File: src/rtl/fib_gen_pkg.sv
// Shared types and sizing helpers for the fib_gen recurrence generator.
package fib_gen_pkg;

  // Guard bits above WIDTH so the widest step (2*y + x) never loses its carry.
  localparam int unsigned GUARD_W = 2;

  typedef enum logic [1:0] {
    FIB  = 2'b00,
    PELL = 2'b01,
    REV  = 2'b10,
    HOLD = 2'b11
  } mode_t;

  typedef enum logic {
    S_RUN  = 1'b0,
    S_LOCK = 1'b1
  } state_t;

  // Width of the widened arithmetic path for a given term width.
  function automatic int unsigned wide_w(input int unsigned width);
    return width + GUARD_W;
  endfunction

endpackage

File: src/rtl/fib_gen_alu.sv
// Combinational step function for fib_gen.
//   x_i, y_i     : current pair
//   mode_i       : FIB / PELL / REV / HOLD
//   x_next_c     : next x (after wrap or clamp)
//   y_next_c     : next y (after wrap or clamp)
//   ovf_c        : carry above WIDTH-1 or REV underflow
//   clamp_c      : saturating clamp applied (ovf_c with SATURATE set)
module fib_gen_alu
  import fib_gen_pkg::*;
#(
  parameter int unsigned WIDTH    = 11,
  parameter bit          SATURATE = 1'b0
) (
  input  logic [WIDTH-1:0] x_i,
  input  logic [WIDTH-1:0] y_i,
  input  mode_t            mode_i,
  output logic [WIDTH-1:0] x_next_c,
  output logic [WIDTH-1:0] y_next_c,
  output logic             ovf_c,
  output logic             clamp_c
);

  localparam int unsigned WW = wide_w(WIDTH);

  logic [WW-1:0] xw;
  logic [WW-1:0] yw;
  logic [WW-1:0] res_w;

  // Widened step; REV underflow shows up as the sign bit of the difference.
  always_comb begin
    xw       = WW'(x_i);
    yw       = WW'(y_i);
    res_w    = '0;
    x_next_c = x_i;
    y_next_c = y_i;
    ovf_c    = 1'b0;
    unique case (mode_i)
      FIB: begin
        res_w    = xw + yw;
        x_next_c = y_i;
        y_next_c = res_w[WIDTH-1:0];
        ovf_c    = |res_w[WW-1:WIDTH];
      end
      PELL: begin
        res_w    = (yw << 1) + xw;
        x_next_c = y_i;
        y_next_c = res_w[WIDTH-1:0];
        ovf_c    = |res_w[WW-1:WIDTH];
      end
      REV: begin
        res_w    = yw - xw;
        x_next_c = res_w[WIDTH-1:0];
        y_next_c = x_i;
        ovf_c    = res_w[WW-1];
      end
      default: ;
    endcase

    clamp_c = SATURATE && ovf_c;
    // Only the register that overflowed is clamped; the other shifts normally.
    if (clamp_c) begin
      if (mode_i == REV) x_next_c = '0;
      else               y_next_c = '1;
    end
  end

endmodule

File: src/rtl/fib_gen.sv
// Two-register recurrence generator (Fibonacci / Pell / reverse-Fibonacci).
//   clk, rst        : clock, synchronous active-high reset
//   selector        : step enable
//   mode            : step function (FIB, PELL, REV, HOLD)
//   load, load_x/y  : seed load, overrides stepping
//   x, y            : current pair
//   steps           : accepted steps since reset/load, saturating
//   ovf             : sticky wrap/clamp flag
//   locked          : generator frozen after a saturating overflow
//   out_valid       : pulse after each accepted step
module fib_gen
  import fib_gen_pkg::*;
#(
  parameter int unsigned WIDTH    = 11,
  parameter int unsigned CNT_W    = 16,
  parameter bit          SATURATE = 1'b0,
  parameter int unsigned SEED_X   = 1,
  parameter int unsigned SEED_Y   = 1
) (
  input  logic             clk,
  input  logic             rst,
  input  logic             selector,
  input  logic [1:0]       mode,
  input  logic             load,
  input  logic [WIDTH-1:0] load_x,
  input  logic [WIDTH-1:0] load_y,
  output logic [WIDTH-1:0] x,
  output logic [WIDTH-1:0] y,
  output logic [CNT_W-1:0] steps,
  output logic             ovf,
  output logic             locked,
  output logic             out_valid
);

  state_t             state_q, state_d;
  logic [WIDTH-1:0]   x_q, x_d;
  logic [WIDTH-1:0]   y_q, y_d;
  logic [CNT_W-1:0]   steps_q, steps_d;
  logic               ovf_q, ovf_d;
  logic               valid_q, valid_d;

  mode_t              mode_s;
  logic               step_c;
  logic [WIDTH-1:0]   alu_x_c;
  logic [WIDTH-1:0]   alu_y_c;
  logic               alu_ovf_c;
  logic               alu_clamp_c;

  assign mode_s = mode_t'(mode);
  assign step_c = selector && (mode_s != HOLD) && (state_q == S_RUN);

  fib_gen_alu #(
    .WIDTH    (WIDTH),
    .SATURATE (SATURATE)
  ) u_alu (
    .x_i      (x_q),
    .y_i      (y_q),
    .mode_i   (mode_s),
    .x_next_c (alu_x_c),
    .y_next_c (alu_y_c),
    .ovf_c    (alu_ovf_c),
    .clamp_c  (alu_clamp_c)
  );

  // State and datapath registers.
  always_ff @(posedge clk) begin
    if (rst) begin
      state_q <= S_RUN;
      x_q     <= WIDTH'(SEED_X);
      y_q     <= WIDTH'(SEED_Y);
      steps_q <= '0;
      ovf_q   <= 1'b0;
      valid_q <= 1'b0;
    end else begin
      state_q <= state_d;
      x_q     <= x_d;
      y_q     <= y_d;
      steps_q <= steps_d;
      ovf_q   <= ovf_d;
      valid_q <= valid_d;
    end
  end

  // Next-state: load beats step; a clamped step is still accepted, then locks.
  always_comb begin
    state_d = state_q;
    x_d     = x_q;
    y_d     = y_q;
    steps_d = steps_q;
    ovf_d   = ovf_q;
    valid_d = 1'b0;
    if (load) begin
      state_d = S_RUN;
      x_d     = load_x;
      y_d     = load_y;
      steps_d = '0;
      ovf_d   = 1'b0;
    end else if (step_c) begin
      x_d     = alu_x_c;
      y_d     = alu_y_c;
      valid_d = 1'b1;
      if (steps_q != '1) steps_d = steps_q + CNT_W'(1);
      if (alu_ovf_c)     ovf_d   = 1'b1;
      if (alu_clamp_c)   state_d = S_LOCK;
    end
  end

  assign x         = x_q;
  assign y         = y_q;
  assign steps     = steps_q;
  assign ovf       = ovf_q;
  assign locked    = (state_q == S_LOCK);
  assign out_valid = valid_q;

endmodule

File: config.mk
export PLATFORM = sky130hd
export DESIGN_NAME = fib_gen
export DESIGN_NICKNAME = d
export VERILOG_FILES = /design/src/rtl/fib_gen_pkg.sv /design/src/rtl/fib_gen_alu.sv /design/src/rtl/fib_gen.sv
export SDC_FILE = /design/constraint.sdc
export NUM_CORES = 1
export LEC_CHECK = 0
export CAP_MARGIN = 20
export CORE_ASPECT_RATIO = 0.9
export CORE_UTILIZATION = 50
export CTS_CLUSTER_SIZE = 20
export DETAILED_ROUTE_END_ITERATION = 8
export PLACE_DENSITY = 0.83
export SETUP_SLACK_MARGIN = 0.3
export SYNTH_ARGS = -nofsm -noshare
export SYNTH_HDL_FRONTEND = slang
export SYNTH_SLANG_ARGS = --single-unit
File: constraint.sdc
create_clock -name clk -period 2.6 [get_ports clk]
set_clock_uncertainty 0.15 [all_clocks]
set_input_delay 0.65 -clock clk [delete_from_list [all_inputs] [get_ports clk]]
set_output_delay 0.65 -clock clk [all_outputs]
set_load 0.03 [all_outputs]
==> run summary <==
The flow ran to the end, and the final reports show no timing, DRC or antenna violations. The area growth from synthesis to layout is 41.4%. The post-route netlist has between 20% and 30% of its cells at a drive strength greater than 1.

The detailed-routing iteration count for the pre-antenna-repair pass is 5. The horizontal die dimension came out at 93.0 um. The peak ir drop on the vdd network came out at around 370 uV. The kind of capture point of the worst setup path is a register. The final weighted congestion in routability-driven placement came out at ~1.

The path class of the tightest hold or removal check is reg -> reg. The startpoint of the most critical hold path is steps[15]$_SDFFE_PP0P_. The count of vias placed by the detailed router came out at between 4k and 5k. The multiplexer area fraction after synthesis is 1.41%. For the worst flop-to-flop path, the logic depth is 9.

Summing the areas of all fa, ha and maj instances in the mapped netlist gives about 14% of the synthesized area. The post-route DRC violation count is 0. Setup repair after global routing could not meet its margin everywhere. The worst hold path was traced through 2 stages. The total routing resource utilization after global routing came out at a little under a third. In this run the number of H-tree levels came out at 2.

Counting distinct cell types in the post-synthesis netlist gives 70. The post-synthesis compound-gate area fraction is about 28%. The count of max-cap constraint violations came out at 0.

The main flop type after synthesis is dfxtp_1. When the netlist entered floorplanning its net count stood at 550. The initialized floorplan defines 29 standard-cell rows. The leakage power figure is between 0.002 and 0.0025 uW.

STA puts the critical path data required time at roughly 2.7 ns. The slack of the worst reg-to-reg path is approximately 0.25 ns. The global-route wire length before repair came out at 19.2 mm. The via count of the first global-routing pass is between 3k and 4k. The cell chosen for the clock root is clkbuf_8.

The sum of routed wire length over all layers is roughly 12 mm. The path with the worst hold slack has its endpoint at steps[15]$_SDFFE_PP0P_. The core region is a little over 0.007 mm2.

The number of antenna violations at the first check in global routing came out at 0. The smallest hold slack came out at between 0.3 and 0.4 ns. The pre-CTS setup slack is -0.194 ns.

The share of Yosys cell area claimed by the top area cell type is between 20% and 30%. The first routing iteration left ~290 violations. The proportion of synthesized chip area in sequential cells came out at roughly 22%. Counting I/O delays and the setup requirement, the final critical path takes around 2.3 ns.

Data on the critical path arrives at its endpoint at 2.40 ns. For this run, asynchronously set or reset flops after synthesis account for 0%. The average detailed-routed wire length per instance came out at approximately 18 um.

The critical register-to-register path endpoint is y[6]$_SDFFE_PP0P_. Entering global routing, the biggest net connects 34 pins. The wire-length estimate of the detail-placed layout is approximately 8.8 mm.

The net count of the finished layout is ~650. The vertical die dimension came out at between 80 and 90 um. The die footprint came out at slightly below 0.008 mm2. Once the floorplan was initialized, standard cells occupied between 50% and 60% of the core. The number of slew-limit violations in the final report is 0.

The biggest area contributor in the post-synthesis netlist is dfxtp_1. CTS saw 40 sinks. Setup slack closes at 0.251 ns. The power density over the cells came out at about 430 mW/mm2. The count of boundary I/O pins came out at slightly below 70.

The post-route clock period utilization is 90.4%. The deepest clock path buffer count came out at 2. The number of enable-type register cells in the synthesized netlist is 0.

For this run, the top clock speed supported by timing is between 0.4 and 0.5 GHz. The detail route stage leaves a number of antenna-violating nets equal to 0. The flip-flop and latch count after synthesis is 40. The insertion delay of the later-clocked pin in the worst-skew pair came out at just over 0.3 ns. The total CTS buffers came out at 5. The number of warnings issued by yosys came out at 0. The clock-pin transition on the worst setup and hold timing paths is roughly 0.10 ns. The fraction of the mapped netlist area in simple logic gates came out at 23.2%. The final number of hold-violating endpoints came out at 0. The number of setup violations in the final report came out at 0.

The antenna cell count is 0. The startpoint identified for the worst register-to-register timing path is y[1]$_SDFFE_PP0P_. A synthesized cell averages just under 8 um2. The area share of xor/xnor cells in the synthesized design is 5.65%. The synthesized instance count came out at approximately 480. TritonCTS built the clock tree. Sorting the synthesized cells by area gives the leading types as dfxtp_1, ha_1, a21oi_1. The count of port buffers added during placement is between 60 and 70. The total standard cell area after synthesis is about 0.0037 mm2. By area, the combinational part of the netlist is dominated by compound AO/OA/AOI/OAI gates.

The critical path startpoint category is a register. The largest fanout on the critical path came out at 5. Summed over all layers, the global routing overflow is 0. The vias per cell is between 6 and 7.

The setup path with the least slack is of type reg -> reg.
[state kept, by name, indices dropped and copies added, names as in the netlist]
| name | count |
|---|---|
| steps | 16 |
| x | 11 |
| y | 11 |
| out_valid | 1 |
| ovf | 1 |
[metal layers]
metal | global-route usage [%] | share of wire [%] | up-vias
met2 | 51.1 | 47 | 215
met3 | 4.19 | 7.0 | 41
li1 | - | - | 1956
met4 | 11.9 | 3.4 | 0
met1 | 39.9 | 42 | 1979
met5 | 0 | 0 | -
[worst max path at each step]
stage | startpoint | end | slack, ns | cells after the start
final | y[1]$_SDFFE_PP0P_ | y[6]$_SDFFE_PP0P_ | 0.25 | 9
after floorplan | x[8]$_SDFFE_PP0P_ | ovf$_SDFFE_PP0P_ | 0.29 | 9
after CTS | y[0]$_SDFFE_PP1P_ | y[10]$_SDFFE_PP0P_ | 0.20 | 8
after global placement | mode[0] | y[10]$_SDFFE_PP0P_ | -0.11 | 8
after global routing | y[2]$_SDFFE_PP0P_ | y[10]$_SDFFE_PP0P_ | 0.12 | 7
after detailed placement | mode[0] | y[10]$_SDFFE_PP0P_ | -0.19 | 8
[where the power goes]
part	switching [uW]	internal (uW)	total [uW]	leakage (uW)
clock	262	290	551	0.0000548
sequential	62.1	645	707	0.000334
combinational	537	445	982	0.00171
total	861	1380	2240	0.00210
[per-stage QoR]
stage	setup TNS [ns]	total power, uW	cells	util, %	instance area, um2
6_report	0	2240	671	74.0	5270
5_1_grt	0	2340	671	74.0	5270
4_1_cts	0	2160	667	71.3	5070
3_5_place_dp	-1.68	1570	655	67.8	4820
3_3_place_gp	-0.706	1550	655	67.8	4820
2_1_floorplan	0	1280	482	-	3830
[area by class of cell]
type / count / area (um2)
Timing Repair Buffer: 113 / 1040
Sequential cell: 40 / 841
Inverter: 31 / 119
Fill cell: 543 / 1850
Multi-Input combinational cell: 386 / 3030
Tap cell: 93 / 116
Clock inverter: 3 / 46.3
Clock buffer: 5 / 68.8
[critical path, stage by stage, from the launching register on]
cell      delay (ns)
dfxtp_4         0.37
buf_4           0.17
ha_4            0.24
a211oi_2        0.33
buf_4           0.17
o21bai_1        0.08
a211o_1         0.31
a32oi_1         0.18
mux2_2          0.18
o22ai_1         0.07
[synthesized netlist by cell type, types with 4 or more instances]
library cell and n:
a31oi_1 5, xnor2_1 12, nand3_1 17, nand2b_1 6
nor2b_1 13, nor2_1 45, nor4_1 4, and3_1 6
xor2_1 12, a221oi_1 4, nand2_1 30, clkbuf_1 19
a22oi_1 4, a21o_1 8, a211o_1 4, nor3_1 14
ha_1 37, inv_1 31, nand4_1 6, nand3b_1 4
a21oi_1 45, o31ai_1 6, o2111ai_1 4, o21ai_0 16
o211ai_1 6, dfxtp_1 40, or3_1 5, a211oi_1 12
[kinds of logic (layout without fill, tap and decap cells)]
logic type	Yosys count	in the layout
AND/OR/NAND/NOR	167	167
AO/OA/AOI/OAI	149	149
buffers and inverters	56	152
adder cells (fa/ha/maj)	40	40
flip-flops	40	40
XOR/XNOR	24	24
multiplexers	5	5
other	1	1
[what timing repair did]
action	CTS	global route
setup buffers	4	4
hold buffers	0	0
resized for setup	34	41
endpoints found under the setup margin	30	20
pin swaps	6	21
[cells in the final DEF (no fill, tap or decap), types with 4 or more instances in the layout]
master / instances
xor2_1: 12
xnor2_1: 12
nor3_1: 12
a22oi_1: 4
clkbuf_8: 5
dfxtp_2: 11
and3_1: 6
ha_4: 10
nor2_2: 4
nor2_1: 42
a211oi_1: 10
inv_1: 26
o31ai_1: 4
a21oi_2: 5
a31oi_1: 5
clkdlybuf4s50_1: 54
nor2b_1: 11
nand3_1: 17
buf_4: 42
dlygate4sd2_1: 10
ha_2: 5
inv_2: 4
a221oi_1: 4
o21ai_0: 14
a21o_1: 8
a211o_1: 4
nand3b_1: 4
ha_1: 22
dfxtp_1: 22
dfxtp_4: 7
nand2_1: 29
nand2b_1: 5
nand4_1: 6
o211ai_1: 6
a21oi_1: 40
Note: power is estimated with default switching activity, not from simulation.
